==> config.mk <==
export PLATFORM = sky130hd
export DESIGN_NAME = reg_scoreboard_flat
export DESIGN_NICKNAME = d
export VERILOG_FILES = /design/src/rtl/reg_scoreboard_if.sv /design/src/rtl/reg_scoreboard.sv /design/src/flat_wrapper.sv
export SDC_FILE = /design/constraint.sdc
export NUM_CORES = 1
export LEC_CHECK = 0
export CELL_PAD_IN_SITES_DETAIL_PLACEMENT = 0
export CELL_PAD_IN_SITES_GLOBAL_PLACEMENT = 2
export CORE_MARGIN = 1
export CORE_UTILIZATION = 32
export CTS_CLUSTER_DIAMETER = 30
export CTS_CLUSTER_SIZE = 8
export DETAILED_ROUTE_END_ITERATION = 10
export GPL_TIMING_DRIVEN = 0
export PLACE_DENSITY_LB_ADDON = 0.3
export SLEW_MARGIN = 20
export SYNTH_ARGS = -nofsm -noshare
export SYNTH_HDL_FRONTEND = slang
export SYNTH_SLANG_ARGS = --single-unit
==> constraint.sdc <==
create_clock -name clk_i -period 5.08 [get_ports clk_i]
set_clock_uncertainty 0.1 [all_clocks]
set_input_delay 0.762 -clock clk_i [delete_from_list [all_inputs] [get_ports clk_i]]
set_output_delay 0.762 -clock clk_i [all_outputs]
set_load 0.005 [all_outputs]
==> src/rtl/reg_scoreboard_if.sv <==
// ID/EX and completion-port signals of the register scoreboard, grouped as one bundle.
// The master side is the pipeline driving ID and writeback; the slave side is the scoreboard.
interface reg_scoreboard_if #(
  parameter int REG_ADDR_WIDTH  = 5,
  parameter int MAX_OUTSTANDING = 4
);
  localparam int NUM_REGS = 2 ** REG_ADDR_WIDTH;
  localparam int CNT_W    = $clog2(MAX_OUTSTANDING + 1);

  logic                      id_valid_i;
  logic [REG_ADDR_WIDTH-1:0] id_rs1_addr_i;
  logic [REG_ADDR_WIDTH-1:0] id_rs2_addr_i;
  logic                      id_rs1_used_i;
  logic                      id_rs2_used_i;
  logic [REG_ADDR_WIDTH-1:0] id_rd_addr_i;
  logic                      id_reg_write_i;
  logic                      id_long_lat_i;
  logic                      flush_i;
  logic                      cmpl_valid_i;
  logic [REG_ADDR_WIDTH-1:0] cmpl_rd_addr_i;
  logic                      stall_o;
  logic [NUM_REGS-1:0]       pending_o;
  logic [CNT_W-1:0]          outstanding_o;
  logic                      error_o;

  modport master (
    output id_valid_i, id_rs1_addr_i, id_rs2_addr_i, id_rs1_used_i, id_rs2_used_i,
           id_rd_addr_i, id_reg_write_i, id_long_lat_i, flush_i,
           cmpl_valid_i, cmpl_rd_addr_i,
    input  stall_o, pending_o, outstanding_o, error_o
  );

  modport slave (
    input  id_valid_i, id_rs1_addr_i, id_rs2_addr_i, id_rs1_used_i, id_rs2_used_i,
           id_rd_addr_i, id_reg_write_i, id_long_lat_i, flush_i,
           cmpl_valid_i, cmpl_rd_addr_i,
    output stall_o, pending_o, outstanding_o, error_o
  );
endinterface

==> src/rtl/reg_scoreboard.sv <==
// Issue-side scoreboard tracking destinations of in-flight long-latency ops.
// Stalls ID on RAW/WAW against pending registers or when the in-flight limit is reached.
module reg_scoreboard #(
  parameter int REG_ADDR_WIDTH  = 5,
  parameter int MAX_OUTSTANDING = 4
) (
  input  logic               clk_i,
  input  logic               rst_i,
  reg_scoreboard_if.slave    bus
);
  localparam int NUM_REGS = 2 ** REG_ADDR_WIDTH;
  localparam int CNT_W    = $clog2(MAX_OUTSTANDING + 1);

  logic [NUM_REGS-1:0] pending;
  logic [NUM_REGS-1:0] clr_vec;
  logic [NUM_REGS-1:0] set_vec;
  logic [NUM_REGS-1:0] eff_pending;
  logic [CNT_W-1:0]    outstanding;
  logic [CNT_W-1:0]    net_outstanding;
  logic                error;
  logic                cmpl_dec;
  logic                cmpl_err;
  logic                raw1;
  logic                raw2;
  logic                waw;
  logic                capacity;
  logic                long_write;
  logic                stall;
  logic                issue;

  // A completion this cycle releases its register early because WB data is forwarded.
  always_comb begin
    clr_vec = '0;
    if (bus.cmpl_valid_i && (bus.cmpl_rd_addr_i != '0) && pending[bus.cmpl_rd_addr_i])
      clr_vec[bus.cmpl_rd_addr_i] = 1'b1;
    cmpl_dec        = |clr_vec;
    cmpl_err        = bus.cmpl_valid_i &&
                      ((bus.cmpl_rd_addr_i == '0) || !pending[bus.cmpl_rd_addr_i]);
    eff_pending     = pending & ~clr_vec;
    net_outstanding = outstanding - CNT_W'(cmpl_dec);

    long_write = bus.id_long_lat_i && bus.id_reg_write_i && (bus.id_rd_addr_i != '0);
    raw1       = bus.id_rs1_used_i && (bus.id_rs1_addr_i != '0) && eff_pending[bus.id_rs1_addr_i];
    raw2       = bus.id_rs2_used_i && (bus.id_rs2_addr_i != '0) && eff_pending[bus.id_rs2_addr_i];
    waw        = bus.id_reg_write_i && (bus.id_rd_addr_i != '0) && eff_pending[bus.id_rd_addr_i];
    capacity   = long_write && (net_outstanding == CNT_W'(MAX_OUTSTANDING));

    stall = bus.id_valid_i && !bus.flush_i && (raw1 || raw2 || waw || capacity);
    issue = bus.id_valid_i && !stall && !bus.flush_i && long_write;

    set_vec = '0;
    if (issue)
      set_vec[bus.id_rd_addr_i] = 1'b1;
  end

  // Set is OR-ed after clear so a same-cycle reissue to a completing register stays pending.
  always_ff @(posedge clk_i or posedge rst_i) begin
    if (rst_i) begin
      pending     <= '0;
      outstanding <= '0;
      error       <= 1'b0;
    end else begin
      pending     <= eff_pending | set_vec;
      outstanding <= outstanding + CNT_W'(issue) - CNT_W'(cmpl_dec);
      if (cmpl_err)
        error <= 1'b1;
    end
  end

  assign bus.stall_o       = stall;
  assign bus.pending_o     = pending;
  assign bus.outstanding_o = outstanding;
  assign bus.error_o       = error;
endmodule

==> src/flat_wrapper.sv <==
// flat-port wrapper written by rule: the top's interface ports become plain ports
module reg_scoreboard_flat 
#(
  parameter int REG_ADDR_WIDTH  = 5,
  parameter int MAX_OUTSTANDING = 4
)
  (clk_i, rst_i, bus_id_valid_i, bus_id_rs1_addr_i, bus_id_rs2_addr_i, bus_id_rs1_used_i, bus_id_rs2_used_i, bus_id_rd_addr_i, bus_id_reg_write_i, bus_id_long_lat_i, bus_flush_i, bus_cmpl_valid_i, bus_cmpl_rd_addr_i, bus_stall_o, bus_pending_o, bus_outstanding_o, bus_error_o);
  reg_scoreboard_if #(.REG_ADDR_WIDTH(REG_ADDR_WIDTH), .MAX_OUTSTANDING(MAX_OUTSTANDING)) bus_i ();
  input  logic clk_i;
  input  logic rst_i;
  input wire logic [$bits(bus_i.id_valid_i)-1:0] bus_id_valid_i;
  input wire logic [$bits(bus_i.id_rs1_addr_i)-1:0] bus_id_rs1_addr_i;
  input wire logic [$bits(bus_i.id_rs2_addr_i)-1:0] bus_id_rs2_addr_i;
  input wire logic [$bits(bus_i.id_rs1_used_i)-1:0] bus_id_rs1_used_i;
  input wire logic [$bits(bus_i.id_rs2_used_i)-1:0] bus_id_rs2_used_i;
  input wire logic [$bits(bus_i.id_rd_addr_i)-1:0] bus_id_rd_addr_i;
  input wire logic [$bits(bus_i.id_reg_write_i)-1:0] bus_id_reg_write_i;
  input wire logic [$bits(bus_i.id_long_lat_i)-1:0] bus_id_long_lat_i;
  input wire logic [$bits(bus_i.flush_i)-1:0] bus_flush_i;
  input wire logic [$bits(bus_i.cmpl_valid_i)-1:0] bus_cmpl_valid_i;
  input wire logic [$bits(bus_i.cmpl_rd_addr_i)-1:0] bus_cmpl_rd_addr_i;
  output wire logic [$bits(bus_i.stall_o)-1:0] bus_stall_o;
  output wire logic [$bits(bus_i.pending_o)-1:0] bus_pending_o;
  output wire logic [$bits(bus_i.outstanding_o)-1:0] bus_outstanding_o;
  output wire logic [$bits(bus_i.error_o)-1:0] bus_error_o;
  assign bus_i.id_valid_i = bus_id_valid_i;
  assign bus_i.id_rs1_addr_i = bus_id_rs1_addr_i;
  assign bus_i.id_rs2_addr_i = bus_id_rs2_addr_i;
  assign bus_i.id_rs1_used_i = bus_id_rs1_used_i;
  assign bus_i.id_rs2_used_i = bus_id_rs2_used_i;
  assign bus_i.id_rd_addr_i = bus_id_rd_addr_i;
  assign bus_i.id_reg_write_i = bus_id_reg_write_i;
  assign bus_i.id_long_lat_i = bus_id_long_lat_i;
  assign bus_i.flush_i = bus_flush_i;
  assign bus_i.cmpl_valid_i = bus_cmpl_valid_i;
  assign bus_i.cmpl_rd_addr_i = bus_cmpl_rd_addr_i;
  assign bus_stall_o = bus_i.stall_o;
  assign bus_pending_o = bus_i.pending_o;
  assign bus_outstanding_o = bus_i.outstanding_o;
  assign bus_error_o = bus_i.error_o;
  reg_scoreboard #(.REG_ADDR_WIDTH(REG_ADDR_WIDTH), .MAX_OUTSTANDING(MAX_OUTSTANDING)) u_core (.clk_i(clk_i), .rst_i(rst_i), .bus(bus_i));
endmodule
==> results.toml, run 1 <==
[cells_and_area]
drive_above_1_share_pct = 14.42
nNetsFinal = 547
num_antenna_cells = 0
area_delta_synth_final_pct = 31.19

[yosys]
muxShareOfSynthArea_pct = 11.63
yosys_warnings = 0
synth_xor_area_share_pct = 2.193
synth-main-ff-cell = "dfrtp_1"
ys_seq_area_share_pct = 25.06
synth_compound_area_share_pct = 34.81
synth_area_leaders = "dfrtp_1 25%, o31ai_1 6.9%, mux4_2 6.3%, o21ai_0 5.0%, mux2i_1 4.7%"
synth_top_area_share_pct = 25.06
ys_types = 71
synthArstFlopShare_pct = 100.0
synth_edf_count = 0
synth-simple-area-share_pct = 17.40
yosysTopAreaCell = "dfrtp_1"
syn_nets = 469
synth-seq-cells = 36
postSynthCellCount = 435
avgSynthCellArea_um2 = 8.264
synth_fa_ha_area_share_pct = 1.949
syn_area_um2 = 3595
synth_top_family_by_area = "compound AO/OA/AOI/OAI gates"

[timing]
tightest_slew_ns = 0.7823
finalSetupViolCount = 0
min_period_over_period_pct = 97.35
max_freq_mhz = 202.2
slew_violations = 0
hold_violations = 0
fin_crit_ns = 4.945
fin_ws_ns = 0.1345
setup_tns_ns = 0
max_slew_margin_pct = 47.77

[place]
gp_congestion = 0.9784
detailedPlace.worstSlack_ns = -1.144
hpwl_um = 12830
place.port_buffers = 58

[pwr]
leakage_nw = 1.722
peakVddDrop_uv = 149.6
power_density_nw_per_um2 = 210.2

[global_route]
grt_pass1_wl_um = 26010
grt_overflow = 0
grt_pass1_vias = 4237
antenna_found_initial = 0
grt_max_degree = 37
track_usage_pct = 30.76

[worst_setup_path]
critPathMostFrequentCell = "o311ai_4"
crit_path_start_kind = "primary input"
timing.rr.end = "u_core.bus.outstanding_o[2]"
r2r_start = "u_core.bus.pending_o[6]"
r2r_slack_ns = 0.52
setup.worst_path.end = "bus_stall_o"
ff2ff_path_depth = 20
slowest_delay_ns = 0.44
worst_setup_path_end_kind = "output pin"
path_class = "primary input to output pin"
cp_max_fo = 10
crit_start = "bus_cmpl_rd_addr_i[2]"
required_ns = 4.22
cp_cell_sequence = "clkdlybuf4s50_1, buf_6, or2_2, o32a_1, o311ai_4, buf_4, o311ai_4, clkbuf_8, o21ai_1, a221oi_1, a32o_1, a32oi_2, a31oi_1, dlygate4sd2_1"
cpMaxStageDelayCell = "clkdlybuf4s50_1"
crit_arrival_ns = 4.08

[clock_tree]
cts_hold_buffers = 0
cts_tree = "done"
cts_buffer_depth = 2
clkSinkCount = 36
cts_buffers = 5
clk_latency_ns = 0.29
clkTransAtPathRegs_ns = 0.07
clockRootBuffer = "clkbuf_8"
ctsHtreeMaxLevel = 2

[routing]
via_count = 4247
drt_pass1_iterations = 5
wl_per_cell_um = 26.54
drcViolationCount = 0
routed_via_density = 6.504
routed_wl_um = 17330
drt_iter0_drc = 351
antenna_left = 0

[floorplan]
pin_count = 66
coreArea_um2 = 10890
start_util_pct = 33.02
die_w_um = 108.0
die_h_um = 108.0
dieArea_um2 = 11660
std_cell_rows = 38

[min_path]
worst_hold_path_type = "flop to flop"

[job]
drv_cap = 0

[run_status]
status = "completed"
-- synth_stat cells (6+ instances only) --
library cell,instances
nand3_1,13
or3_1,6
inv_1,22
dfrtp_1,36
mux4_2,10
a21oi_1,12
o22ai_1,6
o311ai_0,11
nor3_1,12
nor2_1,29
mux2i_1,17
o21ai_0,36
nand2_1,38
nor2b_1,11
o211ai_1,11
clkbuf_1,23
o31ai_1,33
-- repair_timing --
item,4_1_cts,5_1_grt
pin swaps,7,12
resized for setup,33,19
setup buffers,6,8
endpoints found under the setup margin,22,3
-- critical path, delay by kind of cell --
kind,cells,cell delay (ns)
and+or+nand+nor,1,0.32
AOI/OAI and AO/OA,8,1.68
buffers and inverters,5,1.34
-- cell type report --
cell class / instances / area (um2)
buffer: 34 / 186.4
sequential: 36 / 900.9
fill: 1143 / 6172
timing repair buffer: 72 / 695.7
clock buffer: 7 / 96.34
tap: 140 / 175.2
inverter: 23 / 90.09
multi-input combinational: 341 / 2571
-- power by group --
part / leakage [nW] / internal [mW] / switching, mW
logic: 1.19 / 0.182 / 0.209
registers: 0.485 / 0.318 / 0.0541
clock network: 0.0503 / 0.121 / 0.107
total: 1.72 / 0.622 / 0.370
-- through the flow --
step	utilization, %	power (mW)	instances	instance area [um2]	hold slack [ns]
final	43.31	0.9914	653	4716	0.3776
after global routing	43.31	1.041	653	4716	0.3885
after CTS	42.35	0.9821	646	4611	0.3763
after detailed placement	39.96	0.7366	633	4350	0.3567
after global placement	39.96	0.7351	633	4350	0.3544
after floorplan	-	0.5595	435	3595	0.3590
-- state kept, by name, summed over array words and instances, names as in the netlist --
name                      flops
u_core.bus.error_o            1
u_core.bus.outstanding_o      3
u_core.bus.pending_o         32
-- cell usage in the layout, fill, tap and decap left out, types with 11 or more instances in the layout --
| cell | Yosys | layout |
|---|---|---|
| nor2b_1 | 11 | 11 |
| o21ai_0 | 36 | 32 |
| o31ai_1 | 33 | 28 |
| nor2_1 | 29 | 28 |
| nand2_1 | 38 | 36 |
| a21oi_1 | 12 | 12 |
| mux2i_1 | 17 | 17 |
| clkbuf_1 | 23 | 19 |
| inv_1 | 22 | 19 |
| nand3_1 | 13 | 12 |
| clkdlybuf4s50_1 | 0 | 55 |
| nor3_1 | 12 | 12 |
| o211ai_1 | 11 | 11 |
| buf_4 | 1 | 15 |
| dfrtp_1 | 36 | 36 |
-- logic make-up after synthesis --
group	after synthesis
muxes	29
xor gates and xnor gates	9
DFF	36
adders and majority gates	5
and+or+nand+nor	128
buffers and inverters	58
AOI/OAI and AO/OA	170
-- worst min path at each step --
stage          cells after the start            endpoint               start
2_1_floorplan                      1  u_core.bus.error_o  u_core.bus.error_o
3_3_place_gp                       1  u_core.bus.error_o  u_core.bus.error_o
3_5_place_dp                       1  u_core.bus.error_o  u_core.bus.error_o
4_1_cts                            1  u_core.bus.error_o  u_core.bus.error_o
5_1_grt                            1  u_core.bus.error_o  u_core.bus.error_o
6_report                           1  u_core.bus.error_o  u_core.bus.error_o
-- metal layers --
layer	track usage [%]	vias to the layer above	part of all wire (%)
met4	14.77	0	4.1
met2	47.86	230	46
met5	0	-	0
met3	5.304	50	8.2
met1	41.22	2109	42
li1	-	1858	-
Note: power is estimated with default switching activity, not from simulation.
==> run 2: changes to the inputs <==
CTS_CLUSTER_DIAMETER = not set   (was 30)
PLACE_DENSITY = 0.86   (was not set)
PLACE_DENSITY_LB_ADDON = not set   (was 0.3)
==> results.toml, run 2 (synthesis results as in run 1) <==
[routing]
drcViolationCount = 0
drt_pass1_iterations = 5
antenna_left = 0
drt_iter0_drc = 410
routed_via_density = 6.594
wl_per_cell_um = 25.63
via_count = 4299
routed_wl_um = 16710

[cells_and_area]
seqCellArea_um2 = 900.9
nNetsFinal = 545
area_delta_synth_final_pct = 31.01
mostFrequentLayoutCell = "clkdlybuf4s50_1"
multiInputGateArea_um2 = 2577
fillCellCount = 1098
largest_reg_flops = 32
final_cell_mix = "55 x clkdlybuf4s50_1, 36 x dfrtp_1, 35 x nand2_1"
num_antenna_cells = 0
stdcell_count = 652
drive_above_1_share_pct = 14.45

[worst_setup_path]
required_ns = 4.22
path_class = "primary input to output pin"
crit_arrival_ns = 4.21
crit_path_start_kind = "primary input"
worst_setup_path_end_kind = "output pin"
crit_start = "bus_cmpl_rd_addr_i[0]"
cp_max_fo = 10
r2r_start = "u_core.bus.pending_o[6]"

[timing]
max_slew_margin_pct = 49.67
fin_ws_ns = 0.008376
hold_ws_ns = 0.3771
finalSetupViolCount = 0
fin_crit_ns = 5.072
hold_violations = 0
min_period_over_period_pct = 99.84
slew_violations = 0
max_freq_mhz = 197.2
tightest_slew_ns = 0.7550

[place]
place.port_buffers = 58
hpwl_um = 12460
dp.cells = 633
detailedPlace.worstSlack_ns = -1.192
gp_congestion = 1.001

[pwr]
power_density_nw_per_um2 = 214.7
sequentialPowerShare_pct = 36.8
sw_frac_of_total_pct = 36.07
p_clk_share_pct = 24.7
p_int_mw = 0.6466
leakage_nw = 1.709
power.total_mw = 1.011
power.share.combinational_pct = 38.4
peakVddDrop_uv = 165.8
p_switching_mw = 0.3648

[floorplan]
std_cell_rows = 38
dieArea_um2 = 11660
die_h_um = 108.0
coreArea_um2 = 10890
die_w_um = 108.0
pin_count = 66
start_util_pct = 33.02

[min_path]
worstHoldStart = "u_core.bus.error_o"
worst_hold_path_type = "flop to flop"

[clock_tree]
clockRootBuffer = "clkbuf_8"
cts_tree = "done"
cts_buffer_depth = 2
cts_buffers = 5
ctsHtreeMaxLevel = 2
clkTransAtPathRegs_ns = 0.07
clkSinkCount = 36
clk_latency_ns = 0.30

[global_route]
grt_pass1_vias = 4264
grt_max_degree = 37
track_usage_pct = 29.68
grt_overflow = 0
antenna_found_initial = 0
grt_pass1_wl_um = 25270

[job]
drv_cap = 0

[run_status]
status = "completed"
run 2: area by class of cell:
cell class                      instances  share of cell area (%)
Clock inverter                          2                  0.7439
Buffer                                 34                   3.773
Clock buffer                            6                   1.541
Tap cell                              140                   3.719
Timing Repair Buffer                   70                   14.45
Inverter                               23                   1.913
Multi-Input combinational cell        341                   54.73
Sequential cell                        36                   19.13
run 2: routing by layer:
metal	GRT usage, %	vias up	routed length, um
met5	0	-	0
met4	17.81	0	811
met3	5.304	65	1572
met2	44.86	282	7434
met1	39.37	2092	6892
li1	-	1860	-
run 2: repair_timing:
item,CTS,global route
pin swaps,9,9
endpoints found under the setup margin,31,2
resized for setup,30,23
hold buffers,0,0
buffers inserted,9,3
run 2: stage by stage:
step           instance area, um2  util, %     TNS, ns
2_1_floorplan                3595        -           0
3_3_place_gp                 4350    39.96      -17.24
3_5_place_dp                 4350    39.96      -13.20
4_1_cts                      4638    42.60           0
5_1_grt                      4710    43.25  -0.0004450
6_report                     4710    43.25           0
run 2: worst max-delay path, stage by stage:
cell	delay, ns
buf_6	0.13
buf_2	0.30
mux2i_1	0.39
o32a_1	0.24
o311ai_4	0.17
buf_4	0.19
o311ai_4	0.38
o21ai_1	0.24
o311a_1	0.43
a311oi_4	0.40
a211oi_2	0.10
a31oi_1	0.19
dlygate4sd2_1	0.25
run 2: path summary, 6_finish.rpt:
kind	end	slack [ns]	cells after the start
max	bus_stall_o	0.008	13
min	u_core.bus.error_o	0.38	1
max reg2reg	u_core.bus.outstanding_o[2]	0.42	19
min reg2reg	u_core.bus.error_o	0.38	1
max in group asynchronous	u_core.bus.pending_o[18]	3.59	2
min in group asynchronous	u_core.bus.pending_o[27]	0.81	2
run 2: power groups by stage:
stage,Combinational (mW),Clock (mW),Sequential (mW)
2_1_floorplan,0.202,0,0.358
3_3_place_gp,0.359,0,0.375
3_5_place_dp,0.358,0,0.375
4_1_cts,0.377,0.257,0.370
5_1_grt,0.418,0.269,0.376
6_report,0.389,0.250,0.373
